[config.mk]
export PLATFORM = sky130hd
export DESIGN_NAME = dma_rdata_demux
export DESIGN_NICKNAME = d
export VERILOG_FILES = /design/src/rtl/dma_rdata_demux.sv
export SDC_FILE = /design/constraint.sdc
export NUM_CORES = 1
export LEC_CHECK = 0
export BUFFER_PORTS_ARGS = -buffer_cell sky130_fd_sc_hd__buf_2
export CAP_MARGIN = 40
export CORE_MARGIN = 2
export CORE_UTILIZATION = 45
export DETAILED_ROUTE_END_ITERATION = 8
export HOLD_SLACK_MARGIN = 0.08
export PLACE_DENSITY = 0.7
export SLEW_MARGIN = 25
export SYNTH_ARGS = -nofsm -noshare
export SYNTH_HDL_FRONTEND = slang
export SYNTH_SLANG_ARGS = --single-unit
[constraint.sdc]
create_clock -name HCLK -period 2.2 [get_ports HCLK]
set_input_delay 0.11 -clock HCLK [delete_from_list [all_inputs] [get_ports HCLK]]
set_output_delay 0.11 -clock HCLK [all_outputs]
set_load 0.01 [all_outputs]
[src/rtl/dma_rdata_demux.sv]
// dma_rdata_demux: return-path demux for the two-channel DMA AHB master.
// Tracks the AHB address/data pipeline so each read beat is tagged with its
// owning channel, then buffers the beat in that channel's FIFO.
//
// Ports:
//   HCLK, HRESETn              clock, asynchronous active-low reset
//   addr_valid/addr_ch/addr_write   address phase on the bus this cycle
//   HREADY, HRESP, HRDATA      AHB data-phase handshake, response and read data
//   chX_rdata/chX_rvalid/chX_rready valid/ready read-data hand-off per channel
//   ch_err                     one-cycle per-channel ERROR pulse (registered)
//   ch_credit                  per-channel read issue credit (combinational)
//   overflow                   sticky: read issued without credit, or beat dropped
module dma_rdata_demux #(
    parameter int unsigned DATA_W = 32,
    parameter int unsigned DEPTH  = 2
) (
    input  logic              HCLK,
    input  logic              HRESETn,
    input  logic              addr_valid,
    input  logic              addr_ch,
    input  logic              addr_write,
    input  logic              HREADY,
    input  logic              HRESP,
    input  logic [DATA_W-1:0] HRDATA,
    output logic [DATA_W-1:0] ch0_rdata,
    output logic              ch0_rvalid,
    input  logic              ch0_rready,
    output logic [DATA_W-1:0] ch1_rdata,
    output logic              ch1_rvalid,
    input  logic              ch1_rready,
    output logic [1:0]        ch_err,
    output logic [1:0]        ch_credit,
    output logic              overflow
);

    localparam int unsigned NUM_CH = 2;
    localparam int unsigned PTR_W  = (DEPTH > 1) ? $clog2(DEPTH) : 1;
    localparam int unsigned CNT_W  = $clog2(DEPTH) + 1;

    // Data-phase tracker
    logic dp_valid;
    logic dp_ch;
    logic dp_write;

    always_ff @(posedge HCLK or negedge HRESETn) begin
        if (!HRESETn) begin
            dp_valid <= 1'b0;
            dp_ch    <= 1'b0;
            dp_write <= 1'b0;
        end else if (HREADY) begin
            dp_valid <= addr_valid;
            dp_ch    <= addr_ch;
            dp_write <= addr_write;
        end
    end

    // Beat decode: only the completing cycle of a data phase counts
    logic              beat_done;
    logic [NUM_CH-1:0] push_req;
    logic [NUM_CH-1:0] err_c;
    logic [NUM_CH-1:0] pend;
    logic [NUM_CH-1:0] issued;
    logic [NUM_CH-1:0] rready_v;
    logic [NUM_CH-1:0] rvalid_v;
    logic [NUM_CH-1:0] drop_v;
    logic [NUM_CH-1:0] credit_v;
    logic [DATA_W-1:0] rdata_v [NUM_CH];

    assign beat_done = dp_valid & HREADY;
    assign rready_v  = {ch1_rready, ch0_rready};

    always_comb begin
        push_req = '0;
        err_c    = '0;
        pend     = '0;
        issued   = '0;
        for (int c = 0; c < NUM_CH; c++) begin
            push_req[c] = beat_done & ~dp_write & ~HRESP & (dp_ch == 1'(c));
            err_c[c]    = beat_done & HRESP & (dp_ch == 1'(c));
            pend[c]     = dp_valid & ~dp_write & (dp_ch == 1'(c));
            issued[c]   = addr_valid & HREADY & ~addr_write & (addr_ch == 1'(c));
        end
    end

    // Per-channel FIFO and credit
    for (genvar g = 0; g < NUM_CH; g++) begin : g_ch
        logic [DATA_W-1:0] mem [DEPTH];
        logic [PTR_W-1:0]  wr_ptr;
        logic [PTR_W-1:0]  rd_ptr;
        logic [CNT_W-1:0]  count;
        logic              full;
        logic              pop;
        logic              do_push;
        logic [CNT_W:0]    occ;

        assign full    = (count == CNT_W'(DEPTH));
        assign pop     = (count != '0) & rready_v[g];
        // A full FIFO still accepts a beat when the head leaves the same cycle
        assign do_push = push_req[g] & (~full | pop);
        assign occ     = (CNT_W + 1)'(count) + (CNT_W + 1)'(pend[g]);

        assign drop_v[g]   = push_req[g] & full & ~pop;
        assign credit_v[g] = occ < (CNT_W + 1)'(DEPTH);
        assign rvalid_v[g] = (count != '0);
        assign rdata_v[g]  = mem[rd_ptr];

        always_ff @(posedge HCLK or negedge HRESETn) begin
            if (!HRESETn) begin
                for (int i = 0; i < DEPTH; i++) begin
                    mem[i] <= '0;
                end
                wr_ptr <= '0;
                rd_ptr <= '0;
                count  <= '0;
            end else begin
                if (do_push) begin
                    mem[wr_ptr] <= HRDATA;
                    wr_ptr      <= wr_ptr + PTR_W'(1);
                end
                if (pop) begin
                    rd_ptr <= rd_ptr + PTR_W'(1);
                end
                if (do_push && !pop) begin
                    count <= count + CNT_W'(1);
                end else if (pop && !do_push) begin
                    count <= count - CNT_W'(1);
                end
            end
        end
    end

    // Error pulse and sticky overflow
    always_ff @(posedge HCLK or negedge HRESETn) begin
        if (!HRESETn) begin
            ch_err   <= '0;
            overflow <= 1'b0;
        end else begin
            ch_err <= err_c;
            if ((|(issued & ~credit_v)) || (|drop_v)) begin
                overflow <= 1'b1;
            end
        end
    end

    assign ch_credit  = credit_v;
    assign ch0_rvalid = rvalid_v[0];
    assign ch1_rvalid = rvalid_v[1];
    assign ch0_rdata  = rdata_v[0];
    assign ch1_rdata  = rdata_v[1];

endmodule

## Word-level counts from Yosys, hierarchy flattened

Cells that the tools add are included.

| cells by class | value |
|---|---|
| multiplexer cells | 16 |
| eq/ne operators | 2 |
| multiply operators | 0 |
| shift-type cells | 0 |
| reductions and logical operators | 17 |
| add/sub/neg operators | 10 |
| bitwise gates (word level) | 40 |
| $lt $le $gt $ge | 8 |
| div/mod/pow operators | 0 |

Operators by type and width:

| cell | count |
|---|---|
| $mux W32 | 8 |
| $bwmux W64 | 2 |
| $demux W32 S1 | 2 |
| $and A1 B1 Y1 | 23 |
| $not A1 Y1 | 9 |
| $ge A2 B2 Y1 const B | 4 |
| $mux W2 | 4 |
| $not A1 Y2 | 4 |
| $reduce_bool A2 Y1 | 4 |
| $add A2 B1 Y3 | 2 |
| $logic_and A1 B1 Y1 | 6 |
| $lt A3 B2 Y1 const B | 2 |
| $add A1 B1 Y1 const B | 4 |
| $add A2 B1 Y2 const B | 2 |
| $eq A2 B2 Y1 const B | 2 |
| $logic_not A1 Y1 | 4 |
| $lt A2 B1 Y1 const B | 2 |
| $reduce_or A2 Y1 | 2 |
| $sub A2 B1 Y2 const B | 2 |
| $and A2 B2 Y2 | 1 |
| $not A2 Y2 | 1 |
| $or A1 B1 Y1 | 2 |
| $logic_or A1 B1 Y1 | 1 |

| storage, ports and cells | value |
|---|---|
| output and inout port bits | 71 |
| memory bits (read-only) | 0 |
| memories kept | 0 |
| RAM bits | 0 |
| bits in latches | 0 |
| word-level logic and storage cells | 108 |
| register bits after elaboration | 142 |

## Longest topological paths before layout

Gate-level depths: netlist of run 1.

| logic depth | value |
|---|---|
| depth in word-level cells | 9 |
| depth in mapped cells | 6 |
| depth with buffers taken out | 6 |

## Worst setup path after synthesis of run 1

Ideal clock, no wire load.

| path | value |
|---|---|
| path kind | register to register |
| start | register g_ch[0].count[0] |
| end | register g_ch[0].mem[10] (netlist bit) |
| setup slack | 437 ps |
| period minus slack after synthesis | 1763 ps |
| stages on the path, launching flop included | 6 |
| path buffers | 1 |
| arrival | 1639 ps |
| library setup time | 125 ps |
| path through | dfrtp_1 -> nor3b_1 -> nor3_2 -> nand2_2 -> buf_6 -> mux2_2 |

| between the ends | value |
|---|---|
| longest elaborated chain between the ends | 4 |
| elaborated cells between the ends (all ways) | 6 |

RTL lines:

| what | RTL line | text |
|---|---|---|
| start, declared | 90 | `logic [CNT_W-1:0] count;` |
| start signal, assigned | 124 | `count <= count + CNT_W'(1);` |
| start signal, assigned | 126 | `count <= count - CNT_W'(1);` |
| $reduce_bool A2 Y1 or $eq A2 B2 Y1 (tied branches) | 97, 96 |  |
| $and A1 B1 Y1 or $not A1 Y1 (tied branches) | 97, 99 |  |
| $or A1 B1 Y1 (*) | 99 | `assign do_push = push_req[g] & (~full \| pop);` |
| $and A1 B1 Y1 (*) | 99 |  |
| end signal, assigned by index | 110 | `mem[i] <= '0;` |
| end signal, assigned by index | 117 | `mem[wr_ptr] <= HRDATA;` |
| end, declared | 87 | `logic [DATA_W-1:0] mem [DEPTH];` |

Every way passes the cells marked *; elsewhere a longest branch is shown, timed or not.
A chain may end at the register's enable or synchronous reset.

## Final worst setup path of run 1

| path | value |
|---|---|
| start | register g_ch[0].rd_ptr |
| end | output ch0_rdata[20] |

| between the ends | value |
|---|---|
| longest elaborated chain between the ends | 4 |

RTL lines:

| what | RTL line | text |
|---|---|---|
| start, declared | 89 | `logic [PTR_W-1:0] rd_ptr;` |
| start signal, assigned | 121 | `rd_ptr <= rd_ptr + PTR_W'(1);` |
| $not A1 Y2 (not written as such) | 105 | `assign rdata_v[g] = mem[rd_ptr];` |
| $mux W32 (not written as such) (3 in a row) | 105 |  |
| end, declared | 25 | `output logic [DATA_W-1:0] ch0_rdata,` |

Every way passes these cells. The select of a mux whose other input is x is not followed.

==> flow_summary.toml, run 1 <==
[worst_setup_path]
crit_path_max_fanout = 17
crit_start = "g_ch[0].rd_ptr"
crit_end = "ch0_rdata[20]"
startpoint_type = "flip-flop"
r2r_start = "g_ch[1].count[0]"
rrSetupSlack_ps = 320
worstPathRequired_ps = 2090
crit_buf_inv = 2
crit_family = "flip-flops"
cp_slowest_stage_delay_ps = 660
crit_chain = "buf_4 -> mux2_2 -> buf_2"
end_kind = "output port"
r2r-end = "g_ch[1].mem[61]"
worstRegToRegCells = 5
worst_ep_arrival_time_ps = 1890
path_depth = 3
critPathKind = "reg2out"
crit_slowest_cell = "dfrtp_2"

[drt]
vias_per_cell = 5.02
initialDrtViolationCount = 95
met3WireLength_um = 417
met1_length_um = 5730
antenna_left = 0
routed.top_layer = "met4"
vias = 3829
drc = 0
first_pass_iters = 5
met2_length_um = 6730
wl_per_cell_um = 17.1
totalWireLength_um = 13000

[cts]
post_cts_resize_count = 0
postCtsSetupBuffers = 0
numCtsBuffers = 17
clkTransAtPathRegs_ps = 60
cts-root-buf = "clkbuf_16"
h-tree-depth = 4
cts_hold_buf = 45
cts.sinks = 142
cts_tree = "done"
clock_latency_ps = 410
cts_buffer_depth = 2

[place]
place_hpwl_um = 8560
place_ws_ps = 328
gp_congestion = 0.738
port_buffers = 111
dp.cells = 686

[die]
pin_count = 112
die-area_sq_mm = 0.0150
core_area_sq_mm = 0.0138
rows = 43
fp.dieW_um = 123
initial_core_util_pct = 45.7
die_h_um = 123

[sta]
relSlewSlack_pct = 54.8
hold_ws_ps = 266
max_freq_mhz = 500
rsz0062_at_grt = "false"
period_share_pct = 90.9
hold_viol = 0
clock_skew_ps = 8.18
setup_ws_ps = 199
setup_viol = 0
finalSetupTns_ps = 0
drv_slew = 0
worstMarginPinSlew_ps = 677
fin_crit_ps = 2000

[grt]
grt_overflow = 0
antenna_found_initial = 0
grt_pass1_wl_um = 21400
grt_pass1_vias = 4141
grt_use_total_pct = 18.9
grt_start_max_net_pins = 74

[logic_synthesis]
syn_area_sq_mm = 0.00632
muxShareOfSynthArea_pct = 36.2
synth_cells = 401
syn_avg_cell_area_sq_um = 15.8
yosys.area_share.simple_pct = 2.89
seq_area_frac_synth_pct = 56.2
synth_cell_types = 29
synth_compound_area_share_pct = 0.732
ys_ff_latch = 142
yosysWarnings = 0
synth_nets = 444
synth_xor_area_share_pct = 1.39
synth_top_family_by_area = "multiplexers"
yosys.area_share.adder_pct = 0.396

[layout]
multi_input_area_sq_mm = 0.00263
drive_gt1_share_pct = 61.1
diodes = 0
syn2layout_area_growth_pct = 29.1
fin_util_pct = 59.0
final_cells = 763
fillers = 1100
fin_nets = 613
regArea_sq_mm = 0.00356

[run]
drv_cap = 0

[power_and_ir_drop]
power.density_mw_per_mm2 = 1330
ir_worst_vdd_uv = 606
power.static_leakage_uw = 0.00413

[outcome]
outcome = "finished clean"

[hold_path]
min_path_type = "in2reg"
-- cells in the final DEF (no fill, tap or decap), drive strengths merged, types with 3 or more instances in the layout --
cell / synthesis / routed
mux2: 193 / 193
dfrtp: 142 / 142
buf: 13 / 126
dlygate4sd3: 0 / 45
clkbuf: 8 / 26
xor2: 6 / 6
nand2: 6 / 6
nor2: 5 / 5
xnor2: 4 / 4
clkinv: 0 / 4
a31oi: 3 / 3
-- sequential cells by signal, indices dropped and copies added, names as in the netlist --
signal       count
ch_err           2
dp_write         1
g_ch.mem       128
dp_ch            1
overflow         1
g_ch.wr_ptr      2
dp_valid         1
g_ch.rd_ptr      2
g_ch.count       4
-- through the flow --
stage	power [uW]	cell area, sq um
global placement	7920	7120
detailed placement	8060	7120
finish	10900	8160
floorplan	6690	6320
global route	11500	8160
CTS	11000	8160
-- power by group --
part	internal, uW	switching [uW]	total (uW)
clock	1810	1000	2820
sequential	3650	687	4340
combinational	2230	1470	3710
total	7700	3160	10900
-- area by class of cell --
cell class | instances | share of cell area (%)
inverters | 2 | 0.0920
multi-input cells | 236 | 32.3
clock buffers | 26 | 6.24
flip-flops and latches | 142 | 43.6
repair buffers | 171 | 14.1
well taps | 180 | 2.76
clock inverters | 6 | 0.981
-- worst min-delay path by stage --
stage	startpoint	endpoint	slack, ps	cells past startpoint
6_report	HREADY	g_ch[1].wr_ptr	270	4
5_1_grt	HREADY	g_ch[1].wr_ptr	280	4
4_1_cts	HREADY	g_ch[1].wr_ptr	250	4
3_5_place_dp	HRESETn	g_ch[0].mem[33]	180	1
3_3_place_gp	HRESETn	dp_valid	160	1
2_1_floorplan	HRESETn	ch_err[0]	-190	0
-- metal layers --
layer,up-vias,track usage (%)
met5,-,0
met1,1969,23.9
li1,1782,-
met2,63,31.6
met4,0,6.68
met3,15,4.65
-- worst reg2reg max path, cell delays in order (launching register included) --
cell      delay, ps
dfrtp_1         430
nor3b_1         480
nor3_4          100
nand2b_2        120
buf_4           300
mux2_4          340
-- Yosys cell counts --
cell / n / area, sq um
a211o_1: 1 / 8.76
a31oi_1: 3 / 18.8
buf_2: 7 / 35.0
buf_6: 6 / 67.6
clkbuf_1: 8 / 30.0
dfrtp_1: 142 / 3550
ha_1: 2 / 25.0
inv_1: 2 / 7.51
mux2_1: 2 / 22.5
mux2_2: 161 / 1810
mux2_4: 30 / 450
nand2_1: 5 / 18.8
nand2_2: 1 / 6.26
nand2b_1: 1 / 6.26
nand3_1: 1 / 5.00
nand4bb_4: 1 / 27.5
nor2_1: 5 / 18.8
nor2b_1: 1 / 6.26
nor3_2: 1 / 10.0
nor3_4: 1 / 16.3
nor3b_1: 2 / 15.0
nor4_4: 1 / 21.3
nor4b_1: 1 / 8.76
nor4bb_1: 1 / 10.0
o21ai_0: 2 / 10.0
o41ai_1: 1 / 8.76
or2_2: 2 / 12.5
xnor2_1: 4 / 35.0
xor2_1: 6 / 52.6
-- cell families after synthesis --
group | count (synthesis)
buffers and inverters | 23
multiplexers | 193
AND/OR/NAND/NOR | 24
adder cells (fa/ha/maj) | 2
flip-flops | 142
XOR/XNOR | 10
AO/OA/AOI/OAI | 7
Note: power is estimated with default switching activity, not from simulation.
==> inputs of run 2 (changes only) <==
Settings changed: CORE_MARGIN 2 to default.
Clock period 2.2 ns to 2.6 ns, I/O delays scaled along.
==> run 2 against run 1 <==
Effect of this change:
- worst hold slack lost 180 ps
- register-to-register slack gained 210 ps
- core utilization grew 1.5 points
- clock skew shrank 2.2 ps
- critical path depth grew 2
- power shrank 16%
- count of clock-buffer cells in the layout shrank 8
- wire length shrank 2.7%
- combinational power shrank 13%
- critical endpoint is now g_ch[0].mem[3]
==> flow_summary.toml, run 2 (same netlist as run 1, synthesis figures left out) <==
[die]
initial_core_util_pct = 47.0
fp.dieW_um = 121
die_h_um = 121
core_area_sq_mm = 0.0135
rows = 42
die-area_sq_mm = 0.0145
pin_count = 112

[drt]
vias = 3796
initialDrtViolationCount = 117
vias_per_cell = 5.05
first_pass_iters = 4
drc = 0
totalWireLength_um = 12700
wl_per_cell_um = 16.9
antenna_left = 0

[layout]
final_cell_mix = "mux2_2, dfrtp_1, buf_2"
layout.cells.most_common = "mux2_2"
top_register = "g_ch.mem"
largest_register_ff_count = 128
drive_gt1_share_pct = 61.3
fin_nets = 607
largestRegisters = "g_ch.mem x128, g_ch.count x4"
diodes = 0
syn2layout_area_growth_pct = 28.9

[power_and_ir_drop]
intPower_uw = 6420
p_comb_share_pct = 35.1
pwr-share-clk_pct = 24.9
power.static_leakage_uw = 0.00412
power_frac_seq_pct = 40.0
switchingPower_uw = 2740
power.density_mw_per_mm2 = 1120
switching_share_pct = 29.9
ir_worst_vdd_uv = 451

[sta]
period_share_pct = 79.6
max_freq_mhz = 483
hold_ws_ps = 90.1
setup_viol = 0
fin_crit_ps = 2070
hold_viol = 0
rsz0062_at_grt = "false"
clock_skew_ps = 5.99
worstMarginPinSlew_ps = 702
relSlewSlack_pct = 53.1
finalSetupTns_ps = 0
drv_slew = 0

[cts]
clock_latency_ps = 410
postCtsSetupBuffers = 0
cts_hold_buf = 44
post_cts_resize_count = 0
numCtsBuffers = 17
cts-root-buf = "clkbuf_16"
clkTransAtPathRegs_ps = 60
cts_tree = "done"
h-tree-depth = 4
cts.sinks = 142
cts_buffer_depth = 2

[grt]
grt_use_total_pct = 18.6
grt_overflow = 0
grt_pass1_wl_um = 20500
antenna_found_initial = 0
grt_start_max_net_pins = 86
grt_pass1_vias = 4092

[worst_setup_path]
cp_slowest_stage_delay_ps = 630
crit_chain = "nor3b_1 -> nor3_2 -> nand2_2 -> buf_4 -> mux2_2"
crit_path_max_fanout = 16
crit_slowest_cell = "nor3b_1"
critPathKind = "reg2reg"
worstPathRequired_ps = 2900
startpoint_type = "flip-flop"
end_kind = "flip-flop"
worst_ep_arrival_time_ps = 2370

[run]
drv_cap = 0

[hold_path]
min_path_type = "in2async"

[place]
port_buffers = 111
place_hpwl_um = 8070
gp_congestion = 0.796

[outcome]
outcome = "finished clean"
==> run 2: changes by cell type in the layout (fill, tap and decap cells not counted), sizes merged <==
| cell | previous run | this run |
|---|---|---|
| buf | 126 | 121 |
| clkbuf | 26 | 18 |
| clkinv | 4 | 10 |
| clkinvlp | 0 | 1 |
| dlygate4sd3 | 45 | 44 |
==> run 2: power by group through the flow <==
| stage | Combinational (uW) | Clock (uW) | Sequential, uW |
|---|---|---|---|
| 3_5_place_dp | 2960 | 0 | 3810 |
| 2_1_floorplan | 2230 | 0 | 3430 |
| 5_1_grt | 3450 | 2440 | 3780 |
| 4_1_cts | 3030 | 2330 | 3790 |
| 3_3_place_gp | 2910 | 0 | 3750 |
| 6_report | 3220 | 2280 | 3660 |
==> run 2: cell type report <==
cell class              instances  area [sq um]
clock buffers                  18           429
fillers                      1053          5310
well taps                     176           220
multi-input cells             236          2630
flip-flops and latches        142          3560
repair buffers                165          1170
inverters                       2          7.51
clock inverters                13           125
==> run 2: metrics by stage <==
stage / instances / setup WS (ps) / instance area, sq um / total power, uW / util, %
floorplan: 401 / 837 / 6320 / 5660 / -
global placement: 674 / 658 / 7070 / 6660 / 52.5
detailed placement: 674 / 507 / 7070 / 6770 / 52.5
CTS: 749 / 494 / 8060 / 9150 / 59.9
global route: 752 / 419 / 8150 / 9670 / 60.5
finish: 752 / 531 / 8150 / 9160 / 60.5
==> run 2: critical path: cells and delay by family (launching register included) <==
family | cells | cell delay [ps]
buffers and inverters | 1 | 250
AND/OR/NAND/NOR | 3 | 880
multiplexers | 1 | 370
flip-flops | 1 | 440
==> run 2: worst paths after layout <==
path                             startpoint               to  slack [ps]  depth (start not counted)
max in group asynchronous           HRESETn  g_ch[1].mem[18]        1650                          4
min reg2reg                 g_ch[0].mem[37]  g_ch[0].mem[37]         480                          1
min in group HCLK                    HREADY   g_ch[1].wr_ptr         300                          4
max reg2reg                g_ch[0].count[0]   g_ch[0].mem[3]         530                          5
max                        g_ch[0].count[0]   g_ch[0].mem[3]         530                          5
min                                 HRESETn   g_ch[0].mem[5]          90                          2
==> run 2: routing by layer <==
| metal | GRT usage (%) | part of all wire (%) |
|---|---|---|
| met3 | 4.67 | 3.5 |
| met5 | 0 | 0 |
| met2 | 30.4 | 48 |
| met4 | 6.94 | 1.4 |
| met1 | 24.0 | 47 |
